==> config.mk <==
export PLATFORM = sky130hd
export DESIGN_NAME = fifo_rr_scheduler
export DESIGN_NICKNAME = d
export VERILOG_FILES = /design/src/rtl/fifo_rr_scheduler.sv
export SDC_FILE = /design/constraint.sdc
export NUM_CORES = 1
export LEC_CHECK = 0
export CAP_MARGIN = 20
export CORE_MARGIN = 4
export CORE_UTILIZATION = 50
export DETAILED_ROUTE_END_ITERATION = 8
export PLACE_DENSITY = 0.91
export SYNTH_ARGS = -nofsm -noshare
export SYNTH_HDL_FRONTEND = slang
export SYNTH_SLANG_ARGS = --single-unit
==> constraint.sdc <==
create_clock -name clk -period 4.65 [get_ports clk]
set_input_delay 0.6975 -clock clk [delete_from_list [all_inputs] [get_ports clk]]
set_output_delay 0.6975 -clock clk [all_outputs]
set_load 0.01 [all_outputs]
==> src/rtl/fifo_rr_scheduler.sv <==
// fifo_rr_scheduler
// Drains N per-port input FIFOs onto one shared valid/ready output link.
// Grants rotate round-robin; a granted FIFO may be read up to BURST times
// in a row before the grant is handed on. A 2-entry output buffer plus a
// credit check on (occupancy + in-flight reads) keeps one word per cycle
// flowing without ever overflowing the buffer when the consumer stalls.

module fifo_rr_scheduler #(
    parameter int N     = 4,
    parameter int WIDTH = 8,
    parameter int BURST = 4
) (
    input  logic                 clk,
    input  logic                 reset,
    input  logic [N-1:0]         fifo_empty,
    input  logic [N*WIDTH-1:0]   fifo_dout,
    output logic [N-1:0]         fifo_rd_en,
    output logic [WIDTH-1:0]     out_data,
    output logic [$clog2(N)-1:0] out_src,
    output logic                 out_valid,
    input  logic                 out_ready,
    output logic [N-1:0]         grant
);

    localparam int SW  = $clog2(N);
    localparam int SW1 = SW + 1;
    localparam int CW  = $clog2(BURST + 1);

    localparam logic [CW-1:0] BURST_LAST = CW'(BURST - 1);
    localparam logic [N-1:0]  ONE_HOT0   = N'(1);

    localparam logic [0:0] ST_IDLE  = 1'b0;
    localparam logic [0:0] ST_SERVE = 1'b1;

    // Scheduler state
    logic [0:0]    r_state;
    logic [N-1:0]  r_grant;
    logic [SW-1:0] r_gidx;
    logic [SW-1:0] r_ptr;
    logic [CW-1:0] r_cnt;

    // Read issued last cycle; its data is on fifo_dout this cycle
    logic          r_inflight;
    logic [SW-1:0] r_if_src;

    // Output buffer: entry 0 is the head presented on the link
    logic [1:0]       r_occ;
    logic [WIDTH-1:0] r_e0_data;
    logic [SW-1:0]    r_e0_src;
    logic [WIDTH-1:0] r_e1_data;
    logic [SW-1:0]    r_e1_src;

    // Combinational helpers
    logic             w_pop;
    logic [2:0]       w_level;
    logic             w_credit;
    logic             w_rd;
    logic             w_found;
    logic [SW-1:0]    w_pick;
    logic [WIDTH-1:0] w_dout [N];
    logic [WIDTH-1:0] w_cap;

    // Index of the FIFO after idx, wrapping modulo N
    function automatic logic [SW-1:0] next_idx(input logic [SW-1:0] idx);
        logic [SW-1:0] v_next;
        if (idx == SW'(N - 1)) begin
            v_next = '0;
        end else begin
            v_next = idx + SW'(1);
        end
        return v_next;
    endfunction

    assign w_pop   = (r_occ != 2'd0) && out_ready;
    assign w_level = {1'b0, r_occ} + {2'b00, r_inflight};

    // Credit: a read may issue only if the buffer can still absorb its word
    always_comb begin
        w_credit = ((w_level - {2'b00, w_pop}) < 3'd2);
    end

    // Read strobe: granted FIFO non-empty, credit available, not in reset
    always_comb begin
        w_rd = reset && (r_state == ST_SERVE) && !fifo_empty[r_gidx] && w_credit;
    end

    // Drive exactly the granted FIFO's read strobe when a read issues
    always_comb begin
        fifo_rd_en = '0;
        if (w_rd) begin
            fifo_rd_en[r_gidx] = 1'b1;
        end else begin
            fifo_rd_en = '0;
        end
    end

    // Unpack per-FIFO data words and select the one read last cycle
    always_comb begin
        for (int i = 0; i < N; i++) begin
            w_dout[i] = fifo_dout[i*WIDTH +: WIDTH];
        end
        w_cap = w_dout[r_if_src];
    end

    // Round-robin scan: first non-empty FIFO starting at the pointer
    always_comb begin : scan_blk
        logic [SW1-1:0] v_sum;
        logic [SW1-1:0] v_idx;
        w_found = 1'b0;
        w_pick  = '0;
        v_sum   = '0;
        v_idx   = '0;
        for (int k = 0; k < N; k++) begin
            v_sum = {1'b0, r_ptr} + SW1'(k);
            v_idx = (v_sum >= SW1'(N)) ? (v_sum - SW1'(N)) : v_sum;
            if (!w_found && !fifo_empty[v_idx[SW-1:0]]) begin
                w_found = 1'b1;
                w_pick  = v_idx[SW-1:0];
            end else begin
                w_found = w_found;
            end
        end
    end

    // Grant FSM: pick in IDLE, read up to BURST words in SERVE, then hand on
    always_ff @(posedge clk) begin
        if (!reset) begin
            r_state    <= ST_IDLE;
            r_grant    <= '0;
            r_gidx     <= '0;
            r_ptr      <= '0;
            r_cnt      <= '0;
            r_inflight <= 1'b0;
            r_if_src   <= '0;
        end else begin
            r_inflight <= w_rd;
            r_if_src   <= r_gidx;
            case (r_state)
                ST_IDLE: begin
                    if (w_found) begin
                        r_grant <= ONE_HOT0 << w_pick;
                        r_gidx  <= w_pick;
                        r_cnt   <= '0;
                        r_state <= ST_SERVE;
                    end else begin
                        r_grant <= '0;
                    end
                end
                ST_SERVE: begin
                    if (w_rd) begin
                        r_cnt <= r_cnt + CW'(1);
                        if (r_cnt == BURST_LAST) begin
                            // Burst complete: release on this edge
                            r_ptr   <= next_idx(r_gidx);
                            r_grant <= '0;
                            r_state <= ST_IDLE;
                        end
                    end else if (fifo_empty[r_gidx]) begin
                        // Granted FIFO ran dry: release early
                        r_ptr   <= next_idx(r_gidx);
                        r_grant <= '0;
                        r_state <= ST_IDLE;
                    end
                    // Otherwise a credit stall: hold grant and count
                end
                default: begin
                    r_state <= ST_IDLE;
                    r_grant <= '0;
                end
            endcase
        end
    end

    // Output buffer: capture read data, pop on handshake, shift toward head
    always_ff @(posedge clk) begin
        if (!reset) begin
            r_occ     <= 2'd0;
            r_e0_data <= '0;
            r_e0_src  <= '0;
            r_e1_data <= '0;
            r_e1_src  <= '0;
        end else begin
            case (r_occ)
                2'd0: begin
                    if (r_inflight) begin
                        r_e0_data <= w_cap;
                        r_e0_src  <= r_if_src;
                        r_occ     <= 2'd1;
                    end
                end
                2'd1: begin
                    if (r_inflight && w_pop) begin
                        r_e0_data <= w_cap;
                        r_e0_src  <= r_if_src;
                    end else if (r_inflight) begin
                        r_e1_data <= w_cap;
                        r_e1_src  <= r_if_src;
                        r_occ     <= 2'd2;
                    end else if (w_pop) begin
                        r_occ <= 2'd0;
                    end
                end
                2'd2: begin
                    // Credit rule guarantees no push without a pop when full
                    if (w_pop) begin
                        r_e0_data <= r_e1_data;
                        r_e0_src  <= r_e1_src;
                        if (r_inflight) begin
                            r_e1_data <= w_cap;
                            r_e1_src  <= r_if_src;
                        end else begin
                            r_occ <= 2'd1;
                        end
                    end
                end
                default: begin
                    r_occ <= 2'd0;
                end
            endcase
        end
    end

    assign out_data  = r_e0_data;
    assign out_src   = r_e0_src;
    assign out_valid = (r_occ != 2'd0);
    assign grant     = r_grant;

endmodule

==> out/metrics.csv <==
stage;metric;value;unit
place;gp weighted congestion;0.7558;
place;DP Wirelength;3.255;mm
layout;fin cells;308;
route;Post-route DRC;0;
worst_setup_path;crit path capture type;output port;
floorplan;die width;69.90;µm
layout;Layout Area Growth over Synthesis;36.25;%
floorplan;Starting Density;0.5193;
place;pre-CTS setup slack;0.3983;ns
sta;Slew headroom;0.5063;
clocking;Setup Buffers After CTS;0;
sta;max-slew violations;0;
synth;Main synth FF type;dfxtp_1;
synth;post-synthesis instance total;205;
sta;worst hold margin;0.4506;ns
synth;synthesized cell area;1916;µm²
power;P_leak;1.023;nW
clocking;post-cts hold buffer count;0;
global_routing;GR peak layer;met2;
floorplan;area of the core;3689;µm²
sta;Setup Skew;0.006062;ns
worst_setup_path;Critical Path Fanout Max;9;
clocking;clk_lat worst skew;0.29;ns
route;drt first pass iters;4;
worst_setup_path;WP data arrival;3.58;ns
sta;Tcrit/Tclk final;0.9206;
synth;ys async rst share;0;
layout;Antenna Cells;0;
power;worst vdd ir;0.0001504;V
global_routing;M1 GR Usage;0.2169;
worst_setup_path;CP Data Required Time;3.95;ns
route;antenna-violating nets left;0;
worst_hold_path;worst hold path class;reg2reg;
sta;minimum clock period;4.281;ns
layout;Final nets;306;
route;WL/cell;14.38;µm
floorplan;# IOs;58;
sta;Achievable Freq;233.6;MHz
global_routing;first-pass GRT wire length;7.286;mm
synth;Seq/Total Area, Yosys;0.3867;
global_routing;met2 usage;0.3095;
floorplan;chip height;69.90;µm
floorplan;Die ar.;4885;µm²
route;Vias;1725;
clocking;Sink Count;37;
route;final WL;4.428;mm
global_routing;total global routing overflow;0;
place;# port buffers;57;
sta;Final WS setup;0.3693;ns
clocking;H-tree depth;2;
place;Cells after DPL;301;
route;DR iter-0 viols;86;
worst_setup_path;Worst setup SP type;primary input;
sta;RSZ-0062 raised after global routing;false;
synth;syn_nets;251;
synth;Unique masters post-synth;41;
floorplan;row count;22;
route;Via-to-Cell Ratio;5.601;
global_routing;initial antenna violation count;0;
layout;filler cell count in the final layout;303;
job;Max Cap Viol;0;
sta;Slew @ Worst Pin;0.7390;ns
synth;Synth Register Bits;37;
global_routing;largest net degree at the start of global routing;22;
synth;Ys Warns;0;
clocking;CTS tree;done;
layout;share of cells above drive strength 1;0.08846;
clocking;Clock Pin Slew Worst Setup and Hold Paths;0.07;ns
clocking;clk root buf;clkbuf_8;
global_routing;vias in the first global route;1647;
power;Power Dens Cells;269.1;nW/µm²
layout;post-route cell area;2610;µm²
sta;setup_tns;0;ns
status;status;finished, final reports clean;
sta;Fin. Hold Viols;0;
clocking;CTS Buffer Depth;2;
worst_setup_path;Crit Path Class;in2out;
clocking;number of CTS-inserted buffers;5;
synth;syn_area_per_cell;9.344;µm²
place;Placed Area;2524;µm²
global_routing;met3 Usage GRT;0.06475;
global_routing;All-Layer GR Usage;0.1861;
clocking;CTS-repair resized insts;0;
sta;final setup fails;0;
synth;number of flops mapped to enable cells by yosys;0;
worst_setup_path;register-to-register setup slack;2.16;ns
final timing paths:
check                               start  depth (start not counted)             to
worst max-delay path            out_ready                          8  fifo_rd_en[1]
worst min-delay path             grant[0]                          2       grant[0]
worst max register to register   r_occ[1]                          7       r_ptr[0]
worst min register to register   grant[0]                          2       grant[0]
cells by family (layout without fill, tap and decap cells):
family | after synthesis | count (layout) | synth area share
xor+xnor | 1 | 1 | 0.004573
buf+inv | 19 | 74 | 0.03919
compound gates | 47 | 47 | 0.1639
fa+ha+maj | 7 | 7 | 0.04964
mux | 22 | 22 | 0.1737
flops | 37 | 37 | 0.3867
simple gates | 72 | 72 | 0.1822
cells in the final DEF (no fill, tap or decap), types with 3 or more instances in the layout:
cell	instances
clkdlybuf4s50_1	57
dfxtp_1	37
nand2_1	26
nor2_1	22
o21ai_0	13
mux2i_1	13
mux4_2	9
a31oi_1	9
inv_1	7
a21oi_1	6
ha_1	6
clkbuf_8	6
and2_1	5
nor2b_1	4
nand3_1	3
o21a_1	3
power breakdown:
part / internal, mW / switching [mW]
Sequential: 0.331 / 0.0144
Combinational: 0.0774 / 0.0532
Clock: 0.118 / 0.109
final cells by class:
class	count	area (µm²)	area share
Timing Repair Buffer	60	596.8	0.2287
Inverter	7	26.28	0.01007
Tap cell	48	60.06	0.02301
Multi-Input combinational cell	149	1100	0.4214
Clock buffer	7	86.33	0.03308
Sequential cell	37	740.7	0.2838
Yosys cell counts (2+ instances only):
| library cell | instances | share of area |
|---|---|---|
| and2_1 | 5 | 0.016 |
| o31ai_1 | 2 | 0.0078 |
| mux2i_1 | 13 | 0.068 |
| nor2b_1 | 4 | 0.013 |
| nor2_1 | 22 | 0.043 |
| inv_1 | 7 | 0.014 |
| o21ai_0 | 14 | 0.037 |
| or2_2 | 2 | 0.0065 |
| nand2b_1 | 2 | 0.0065 |
| a32o_1 | 2 | 0.010 |
| buf_2 | 3 | 0.0078 |
| a311oi_1 | 2 | 0.0091 |
| nand3_1 | 3 | 0.0078 |
| a21oi_1 | 6 | 0.016 |
| a31oi_1 | 9 | 0.029 |
| ha_1 | 6 | 0.039 |
| clkbuf_1 | 7 | 0.014 |
| dfxtp_1 | 37 | 0.39 |
| buf_1 | 2 | 0.0039 |
| mux4_2 | 9 | 0.11 |
| nand2_1 | 26 | 0.051 |
| o21a_1 | 3 | 0.012 |
worst max-delay path: stages:
cell and delay (ns):
clkdlybuf4s50_1 0.55, and3b_1 0.26, o21ai_0 0.12, fa_1 0.40, xnor2_1 0.35, nor4b_4 0.49, and2_1 0.19, clkdlybuf4s50_1 0.53
metrics by stage:
stage	utilization	power, mW
3_3_place_gp	0.6811	0.4797
5_1_grt	0.7076	0.7353
4_1_cts	0.7076	0.7041
3_5_place_dp	0.6842	0.4833
2_1_floorplan	-	0.4167
6_report	0.7076	0.7024
per-layer routing:
layer	wire length, µm	share of wire
met1	1929	0.44
met5	0	0
met2	2021	0.46
met3	384	0.087
met4	93	0.021
sequential cells by signal (all words and copies together), names as in the netlist, 2 cells and up:
name       count
out_data       8
r_occ          2
r_e1_src       2
r_if_src       2
r_gidx         2
grant          4
r_ptr          2
r_cnt          3
out_src        2
r_e1_data      8
Power figures use the tool's default switching activity.
